## src/rtl/ship_motion_ctrl.sv

```systemverilog
// Per-frame spaceship X sequencer: tilt or button steps in, clamped ship_x out.
// Position commits only in a short post-frame window so the sprite never tears.
module ship_motion_ctrl #(
    parameter int H_RES        = 640,
    parameter int SCREEN_CORDW = 16,
    parameter int SHIP_W_PIX   = 68,
    parameter int START_X      = 286,
    parameter int START_Y      = 300,
    parameter int TILT_W       = 12,
    parameter int DEADZONE     = 32,
    parameter int TILT_SHIFT   = 5,
    parameter int MAX_SPEED    = 8,
    parameter int BTN_STEP     = 4,
    parameter int DB_CYCLES    = 250000
) (
    input  logic                    clk_pix,
    input  logic                    rst,
    input  logic                    frame,
    input  logic                    mode,
    input  logic [TILT_W-1:0]       tilt_x,
    input  logic                    tilt_valid,
    input  logic                    btn_n,
    input  logic                    btn_dir,
    output logic [SCREEN_CORDW-1:0] ship_x,
    output logic [SCREEN_CORDW-1:0] ship_y,
    output logic                    update,
    output logic                    at_left,
    output logic                    at_right,
    output logic                    overrun
);

    localparam int CW  = SCREEN_CORDW;
    localparam int DBW = $clog2(DB_CYCLES + 1);

    localparam logic signed [CW:0] X_MAX  = (CW+1)'(H_RES - SHIP_W_PIX);
    localparam logic signed [CW:0] STEP_V = (CW+1)'(BTN_STEP);
    localparam logic [TILT_W:0] DZ       = (TILT_W+1)'(DEADZONE);
    localparam logic [TILT_W:0] SPD_MAX  = (TILT_W+1)'(MAX_SPEED);
    localparam logic [DBW-1:0]  DB_LAST  = DBW'(DB_CYCLES - 1);

    typedef enum logic [2:0] {
        IDLE, SAMPLE, CALC, CLAMP, COMMIT
    } state_t;

    state_t state;

    logic              sync1, sync2;
    logic              db_lvl, db_prev;
    logic [DBW-1:0]    db_cnt;
    logic              press;

    logic signed [TILT_W-1:0] tilt_q;
    logic signed [TILT_W-1:0] tilt_s;
    logic                     mode_s;
    logic                     pos_s, neg_s;

    logic signed [4:0] pend_cnt;
    logic signed [4:0] pend_nxt;
    logic signed [6:0] pend_sum;
    logic signed [6:0] cap_d, cons_d;
    logic              consume;

    logic signed [TILT_W:0] tilt_ext;
    logic [TILT_W:0]        tilt_abs;
    logic [TILT_W:0]        spd_raw;
    logic [TILT_W:0]        spd;
    logic signed [CW:0]     vel_c, vel_q;
    logic signed [CW:0]     sum;
    logic [CW-1:0]          nx_c, nx_q;

    assign ship_y = CW'(START_Y);

    // Synchronizer plus debouncer: level follows sync2 only after a full stable run
    always_ff @(posedge clk_pix or posedge rst) begin
        if (rst) begin
            sync1   <= 1'b0;
            sync2   <= 1'b0;
            db_lvl  <= 1'b0;
            db_prev <= 1'b0;
            db_cnt  <= '0;
        end else begin
            sync1   <= btn_n;
            sync2   <= sync1;
            db_prev <= db_lvl;
            if (sync2 != db_lvl) begin
                if (db_cnt == DB_LAST) begin
                    db_lvl <= sync2;
                    db_cnt <= '0;
                end else begin
                    db_cnt <= db_cnt + 1'b1;
                end
            end else begin
                db_cnt <= '0;
            end
        end
    end

    assign press = db_prev & ~db_lvl;

    always_ff @(posedge clk_pix or posedge rst) begin
        if (rst) begin
            tilt_q <= '0;
        end else if (tilt_valid) begin
            tilt_q <= tilt_x;
        end
    end

    // Capture and consumption may coincide; apply both, then saturate
    always_comb begin
        consume = (state == CALC) && mode_s && (pend_cnt != 5'sd0);
        cap_d   = 7'sd0;
        cons_d  = 7'sd0;
        if (press) begin
            cap_d = btn_dir ? 7'sd1 : -7'sd1;
        end
        if (consume) begin
            cons_d = (pend_cnt > 5'sd0) ? 7'sd1 : -7'sd1;
        end
        pend_sum = 7'(pend_cnt) + cap_d - cons_d;
        if (pend_sum > 7'sd15) begin
            pend_nxt = 5'sd15;
        end else if (pend_sum < -7'sd15) begin
            pend_nxt = -5'sd15;
        end else begin
            pend_nxt = pend_sum[4:0];
        end
    end

    // |tilt| needs one extra bit so the most negative sample is legal
    always_comb begin
        tilt_ext = (TILT_W+1)'(tilt_s);
        tilt_abs = (tilt_ext < 0) ? unsigned'(-tilt_ext) : unsigned'(tilt_ext);
        spd_raw  = '0;
        if (tilt_abs > DZ) begin
            spd_raw = (tilt_abs - DZ) >> TILT_SHIFT;
        end
        spd = (spd_raw > SPD_MAX) ? SPD_MAX : spd_raw;
        vel_c = '0;
        unique case (1'b1)
            (!mode_s && (tilt_ext < 0)): vel_c = -signed'((CW+1)'(spd));
            (!mode_s && (tilt_ext >= 0)): vel_c = signed'((CW+1)'(spd));
            (mode_s && pos_s): vel_c = STEP_V;
            (mode_s && neg_s): vel_c = -STEP_V;
            default: vel_c = '0;
        endcase
    end

    always_comb begin
        sum = signed'({1'b0, ship_x}) + vel_q;
        if (sum < 0) begin
            nx_c = '0;
        end else if (sum > X_MAX) begin
            nx_c = X_MAX[CW-1:0];
        end else begin
            nx_c = sum[CW-1:0];
        end
    end

    always_ff @(posedge clk_pix or posedge rst) begin
        if (rst) begin
            state    <= IDLE;
            ship_x   <= CW'(START_X);
            update   <= 1'b0;
            overrun  <= 1'b0;
            at_left  <= 1'b0;
            at_right <= 1'b0;
            pend_cnt <= '0;
            tilt_s   <= '0;
            mode_s   <= 1'b0;
            pos_s    <= 1'b0;
            neg_s    <= 1'b0;
            vel_q    <= '0;
            nx_q     <= '0;
        end else begin
            update   <= 1'b0;
            pend_cnt <= pend_nxt;
            if (frame && (state != IDLE)) begin
                overrun <= 1'b1;
            end
            unique case (state)
                IDLE: begin
                    if (frame) begin
                        state <= SAMPLE;
                    end
                end
                SAMPLE: begin
                    tilt_s <= tilt_q;
                    mode_s <= mode;
                    pos_s  <= (pend_cnt > 5'sd0);
                    neg_s  <= (pend_cnt < 5'sd0);
                    state  <= CALC;
                end
                CALC: begin
                    vel_q <= vel_c;
                    state <= CLAMP;
                end
                CLAMP: begin
                    nx_q  <= nx_c;
                    state <= COMMIT;
                end
                COMMIT: begin
                    ship_x   <= nx_q;
                    update   <= 1'b1;
                    at_left  <= (nx_q == '0);
                    at_right <= (nx_q == X_MAX[CW-1:0]);
                    state    <= IDLE;
                end
                default: state <= IDLE;
            endcase
        end
    end

endmodule

```

## config.mk

```make
export PLATFORM = sky130hd
export DESIGN_NAME = ship_motion_ctrl
export DESIGN_NICKNAME = d
export VERILOG_FILES = /design/src/rtl/ship_motion_ctrl.sv
export SDC_FILE = /design/constraint.sdc
export NUM_CORES = 1
export LEC_CHECK = 0
export BUFFER_PORTS_ARGS = -buffer_cell sky130_fd_sc_hd__buf_2
export CORE_MARGIN = 2
export CORE_UTILIZATION = 60
export CTS_BUF_LIST = sky130_fd_sc_hd__clkbuf_4 sky130_fd_sc_hd__clkbuf_8
export CTS_CLUSTER_SIZE = 16
export DETAILED_ROUTE_END_ITERATION = 10
export GPL_ROUTABILITY_DRIVEN = 0
export HOLD_SLACK_MARGIN = 0.12
export PLACE_DENSITY = 0.8
export SKIP_CTS_REPAIR_TIMING = 1
export SYNTH_ARGS = -nofsm -noshare
export SYNTH_HDL_FRONTEND = slang
export SYNTH_SLANG_ARGS = --single-unit
```

## constraint.sdc

```tcl
create_clock -name clk_pix -period 4.3 [get_ports clk_pix]
set_input_delay 0.43 -clock clk_pix [delete_from_list [all_inputs] [get_ports clk_pix]]
set_output_delay 0.43 -clock clk_pix [all_outputs]
set_load 0.02 [all_outputs]
```

---- After elaboration in Yosys (flattened, before gate mapping) ----
Cells that the tools add are included.
word-level totals
  RAM bits ................................ 0
  latch bits .............................. 0
  register bits ........................... 110
  input port bits ......................... 19
  ROM bits ................................ 0
  memories kept ........................... 0
operators by class
  $lt $le $gt $ge ......................... 10
  multiply operators ...................... 0
  add/sub/neg operators ................... 7
  div/mod/pow operators ................... 0
  multiplexer cells ....................... 17
  reductions and logical operators ........ 13
  shifts and indexed selects .............. 0
  equality and inequality tests ........... 8
  bitwise operators ....................... 2
operators with widths
  kind                                                                                  number
  17-bit one-hot mux with 4 select lines                                                1
  18-bit 2-to-1 mux                                                                     2
  16-bit 2-to-1 mux                                                                     2
  7-bit 2-to-1 mux                                                                      4
  13-bit 2-to-1 mux                                                                     2
  18-bit by 1-bit adder with 18-bit output, second input constant                       1
  18-bit == test, second input constant                                                 1
  17-bit adder                                                                          1
  17-bit by 11-bit > comparator with 1-bit output, second input constant                1
  17-bit by 1-bit less-than comparator with 1-bit output, second input constant         1
  13-bit negation with 17-bit output                                                    1
  16-bit by 10-bit == test with 1-bit output, second input constant                     1
  16-bit zero test                                                                      1
  13-bit by 4-bit > comparator with 1-bit output, second input constant                 1
  13-bit by 6-bit > comparator with 1-bit output, second input constant                 1
  12-bit negation with 13-bit output                                                    1
  13-bit by 6-bit subtractor with 13-bit output, second input constant                  1
  12-bit by 1-bit greater-or-equal comparator with 1-bit output, second input constant  1
  12-bit by 1-bit less-than comparator with 1-bit output, second input constant         1
  3-bit one-hot mux with 4 select lines                                                 1
  5-bit 2-to-1 mux                                                                      2
  8-bit 2-to-1 mux                                                                      1
  5-bit by 7-bit adder with 7-bit output                                                1
  7-bit by 5-bit > comparator with 1-bit output, second input constant                  1
  19 further kinds                                                                      26

---- Depth between registers and ports, before layout ----
  depth after elaboration ................. 8
  depth in mapped cells ................... 18
  depth with buffers taken out ............ 16

---- Worst setup path before layout ----
OpenSTA, ideal clock, no wires.
  path type ............................... register -> register
  start point ............................. reg state[0]
  end point ............................... reg pend_cnt[1]
  path buffers ............................ 2
  stages on the path, launching flop included .. 15
  slack ................................... 0.575 ns
  data arrival time ....................... 3.585 ns
  cells stage by stage .................... dfrtp_1 -> nor2_1 -> nand2_1 -> buf_6 -> clkbuf_1 -> nor3_1 -> fa_1 -> inv_1 -> ha_1 -> a21o_1 -> a21oi_1 -> xnor2_1 -> or4_1 -> a31o_2 -> a21boi_0
between the ends
  longest elaborated chain between the ends .. 8
  elaborated cells on any way between the ends .. 9
  those cells by class .................... 1 x add/sub; 2 x order compare; 1 x eq/ne; 3 x mux; 2 x reduce/logical
RTL lines
  item                                                   RTL line  source
  start, declared                                        45        state_t state;
  start signal, assigned                                 161       state <= IDLE;
  start signal, assigned                                 183       state <= SAMPLE;
  start signal, assigned                                 191       state <= CALC;
  3-bit by 2-bit == test with 1-bit output (*)           110       consume = (state == CALC) && mode_s && (pend_cnt != 5'sd0);
  1-bit logical AND (*) (2 in a row)                     110
  7-bit 2-to-1 mux (*)                                   116       if (consume) begin
  7-bit subtractor (*)                                   119       pend_sum = 7'(pend_cnt) + cap_d - cons_d;
  7-bit by 5-bit less-than comparator with 1-bit output  122       end else if (pend_sum < -7'sd15) begin
  5-bit 2-to-1 mux                                       122
  5-bit 2-to-1 mux (*)                                   120       if (pend_sum > 7'sd15) begin
  via pend_nxt[1]                                        58        logic signed [4:0] pend_nxt;
  end signal, assigned                                   176       pend_cnt <= pend_nxt;
  end, declared                                          57        logic signed [4:0] pend_cnt;
The timed path passes the listed nets; every way through them passes the cells marked *.
A chain may end at the register's enable or synchronous reset.

---- Worst setup path after layout ----
  start point ............................. reg tilt_s[1]
  end point ............................... reg vel_q[10]
between the ends
  longest elaborated chain between the ends .. 8
  elaborated cells on any way between the ends .. 13
  those cells by class .................... 3 x add/sub; 4 x order compare; 4 x mux; 2 x reduce/logical
RTL lines
  item                                                                                                                    RTL line  source
  start, declared                                                                                                         53        logic signed [TILT_W-1:0] tilt_s;
  start signal, assigned                                                                                                  187       tilt_s <= tilt_q;
  12-bit negation with 13-bit output / 12-bit by 1-bit less-than comparator with 1-bit output (equally long branches)     132, 140
  13-bit 2-to-1 mux                                                                                                       132       tilt_abs = (tilt_ext < 0) ? unsigned'(-tilt_ext) : unsigned'(tilt_ext);
  13-bit by 6-bit subtractor with 13-bit output / 13-bit by 6-bit > comparator with 1-bit output (equally long branches)  135, 134
  8-bit 2-to-1 mux                                                                                                        134       if (tilt_abs > DZ) begin
  13-bit by 4-bit > comparator with 1-bit output                                                                          137       spd = (spd_raw > SPD_MAX) ? SPD_MAX : spd_raw;
  13-bit 2-to-1 mux                                                                                                       137
  13-bit negation with 17-bit output                                                                                      140       (!mode_s && (tilt_ext < 0)): vel_c = -signed'((CW+1)'(spd));
  17-bit one-hot mux with 4 select lines (*)                                                                              139       unique case (1'b1)
  end signal, assigned                                                                                                    194       vel_q <= vel_c;
  end, declared                                                                                                           67        logic signed [CW:0] vel_c, vel_q;
Every way passes the cells marked *; elsewhere a longest branch is shown, timed or not.

==> impl_metrics.env <==
export IMPL_clock_sinks=108
export IMPL_arrival_ps=4040
export IMPL_rsz0062_at_grt="false"
export IMPL_p_per_area_nw_per_um2=687.4
export IMPL_maxSlewHeadroom_pct=33.97
export IMPL_cts_buffers_inserted=9
export IMPL_yosysWarningCount=0
export IMPL_clk_latency_ps=400
export IMPL_instances_no_fill=801
export IMPL_wirelength_mm=12.60
export IMPL_min_to="sync1"
export IMPL_die_area_um2=11630
export IMPL_ys_types=82
export IMPL_dr_pass1_iters=4
export IMPL_antenna_found_initial=0
export IMPL_n_antenna_cell=0
export IMPL_finalNetCount=713
export IMPL_root_buffer="clkbuf_8"
export IMPL_place_ws_ps=612.5
export IMPL_yosysSeqAreaShare_pct=41.87
export IMPL_placementRows=37
export IMPL_placed_area_um2=6636
export IMPL_synth_ff_type="dfrtp_1"
export IMPL_critPathKind="flop to flop"
export IMPL_finalSetupViolCount=0
export IMPL_power_switching_mw=2.100
export IMPL_rr_startpoint="tilt_s[1]"
export IMPL_drc=0
export IMPL_place_inst=785
export IMPL_fill_cells=839
export IMPL_overflow=0
export IMPL_grt_pass1_wl_mm=21.37
export IMPL_ir_drop_mv=0.3267
export IMPL_synth_area_leader_cell="dfrtp_1"
export IMPL_finish_utilization_pct=65.48
export IMPL_min_delay_path_class="input pin to flop"
export IMPL_rrSetupSlack_ps=600
export IMPL_synth_avg_cell_area_um2=10.22
export IMPL_hold_start="btn_n"
export IMPL_worstHoldPathCells=1
export IMPL_synthArstFlopShare_pct=100.0
export IMPL_path_clk_slew_ps=110
export IMPL_fin_area_um2=6820
export IMPL_leakage_nw=3.170
export IMPL_start_util_pct=62.11
export IMPL_grt_max_degree=83
export IMPL_synthToLayoutAreaGrowth_pct=5.415
export IMPL_track_usage_pct=23.49
export IMPL_clock_skew_ps=8.360
export IMPL_dpl_hpwl_mm=9.309
export IMPL_cp_required_ps=4640
export IMPL_drive_above_1_share_pct=21.50
export IMPL_end_kind="flop"
export IMPL_cts_tree="built"
export IMPL_synth_seq_cells=108
export IMPL_fmax_ghz=0.2702
export IMPL_die_h_um=107.8
export IMPL_fin_setup_tns_ps=0
export IMPL_tightest_slew_ps=990.4
export IMPL_synth_area_leaders="dfrtp_1 (40%), mux2_2 (7.0%), ha_1 (5.4%), xnor2_1 (3.7%), nand2_1 (3.0%)"
export IMPL_power_frac_clock_pct=12.8
export IMPL_p_comb_share_pct=53.7
export IMPL_cts_max_path_buffers=2
export IMPL_seq_power_share_pct=33.5
export IMPL_min_period_ps=3701
export IMPL_die_x_um=107.8
export IMPL_drt_wirelength_per_cell_um=15.73
export IMPL_first_global_vias=4573
export IMPL_synth_edf_count=0
export IMPL_crit_fanout=7
export IMPL_drt_iter0_markers=250
export IMPL_r2r_cells=15
export IMPL_switching_share_pct=44.80
export IMPL_critPathSlowestCell="or4_4"
export IMPL_r2r_end="vel_q[10]"
export IMPL_synth_top_area_share_pct=39.84
export IMPL_path_cells="or4_4 -> o21ai_0 -> xnor2_1 -> inv_1 -> ha_1 -> nand3_2 -> and3_4 -> o31ai_4 -> nand3_1 -> or2_2 -> ha_1 -> nand2b_1 -> o21ai_0 -> o21ai_1 -> nand2_1"
export IMPL_final_max_slew_violation_count=0
export IMPL_vias=4733
export IMPL_fin_hold_ws_ps=139.9
export IMPL_start_kind="flop"
export IMPL_port_buffers=38
export IMPL_cts_max_level=3
export IMPL_io_pins=55
export IMPL_synth_area_um2=6470
export IMPL_total_power_mw=4.688
export IMPL_finalHoldViolations=0
export IMPL_status="completed"
export IMPL_timing_final_ws_setup_ps=598.8
export IMPL_p_int_mw=2.588
export IMPL_min_period_over_period_pct=86.07
export IMPL_cap_violations=0
export IMPL_ant_nets=0
export IMPL_cpPeakStageDelay_ps=590
export IMPL_coreArea_um2=10420
export IMPL_syn_inst=633
export IMPL_vias_per_cell=5.909
==> flip-flops by register name, indices dropped and copies added, names as in the netlist <==
name	flops
ship_x	16
state	3
pend_cnt	5
overrun	1
neg_s	1
at_left	1
update	1
sync2	1
pos_s	1
mode_s	1
db_prev	1
nx_q	16
db_lvl	1
at_right	1
vel_q	15
tilt_s	12
db_cnt	18
sync1	1
tilt_q	12
==> logic make-up (layout without fill, tap and decap cells) <==
group	Yosys count	count (layout)	share of synthesized area [%]
xor+xnor	37	37	5.009
fa+ha+maj	34	34	7.271
simple gates	210	210	17.31
buf+inv	79	96	6.846
compound gates	121	121	14.31
mux	42	42	7.271
other cells	2	17	0.1161
flops	108	108	41.87
==> power by group through the flow <==
stage	Clock (mW)	Sequential (mW)	Combinational [mW]
after floorplan	0	1.51	2.13
after global placement	0	1.57	2.39
after detailed placement	0	1.59	2.49
after CTS	0.612	1.57	2.51
after global routing	0.656	1.62	2.82
final	0.599	1.57	2.52
==> cell usage after synthesis (3+ instances only) <==
cell type and n:
ha_1 28, a31o_2 3, nor4_1 6, o22ai_1 4
buf_6 4, and4_1 3, dfstp_2 5, xor2_1 10
o21a_1 4, a21o_2 5, inv_1 36, o21ai_0 15
o21bai_1 4, a21oi_1 20, dfrtp_1 103, clkbuf_8 5
nand2b_1 8, and2_1 8, nand3_1 19, buf_4 16
xnor2_1 27, or4_1 4, or3_1 4, nand4_1 15
nor3_1 10, a31oi_1 5, and3_1 9, nand3_2 3
a21o_1 11, clkbuf_1 14, nor3b_1 3, fa_1 6
o221a_2 3, a211oi_1 5, mux2_2 40, nor2_1 44
or2_2 4, o211ai_1 6, nand2_1 52, o31ai_1 8
==> routing by layer <==
layer	GRT usage (%)	wire length (µm)
met1	30.20	5546
met2	39.08	6215
met3	3.753	518
met4	10.62	315
met5	0	0
==> layout make-up <==
type,instances,area [µm²],share of cell area (%)
sequential,108,2709,39.72
clock inverter,7,60.06,0.8806
clock buffer,9,123.9,1.816
timing repair buffer,44,235.2,3.449
inverter,36,137.6,2.018
multi-input combinational,461,3385,49.62
tap,136,170.2,2.495
==> critical path, delay by kind of cell, from the launching register on <==
| kind | cells | cell delay (ps) |
|---|---|---|
| compound gates | 4 | 840 |
| flops | 1 | 470 |
| fa+ha+maj | 2 | 420 |
| simple gates | 7 | 1660 |
| xor+xnor | 1 | 130 |
| buf+inv | 1 | 140 |
==> cell usage in the layout, fill, tap and decap left out, types with 6 or more instances in the layout <==
cell type / synthesis / layout
nand4_1: 15 / 15
o21ai_0: 15 / 15
buf_2: 1 / 38
nor2_1: 44 / 44
nor4_1: 6 / 6
and3_1: 9 / 9
buf_4: 16 / 6
a21oi_1: 20 / 20
a21o_1: 11 / 11
dfrtp_1: 103 / 103
xnor2_1: 27 / 27
inv_1: 36 / 35
nor3_1: 10 / 10
fa_1: 6 / 6
o211ai_1: 6 / 6
mux2_2: 40 / 40
and2_1: 8 / 8
ha_1: 28 / 28
nand3_1: 19 / 19
nand2_1: 52 / 52
clkbuf_8: 5 / 9
conb_1: 2 / 17
xor2_1: 10 / 10
o31ai_1: 8 / 8
nand2b_1: 8 / 8
==> worst max path at each step <==
stage | startpoint | endpoint | slack (ps) | cells past startpoint
global route | tilt_s[1] | vel_q[12] | 220 | 15
detailed placement | tilt_s[1] | vel_q[10] | 610 | 15
floorplan | state[0] | pend_cnt[1] | 570 | 14
global placement | tilt_s[1] | vel_q[10] | 790 | 15
finish | tilt_s[1] | vel_q[10] | 600 | 15
CTS | tilt_s[1] | vel_q[10] | 590 | 15
Power figures use the tool's default switching activity.
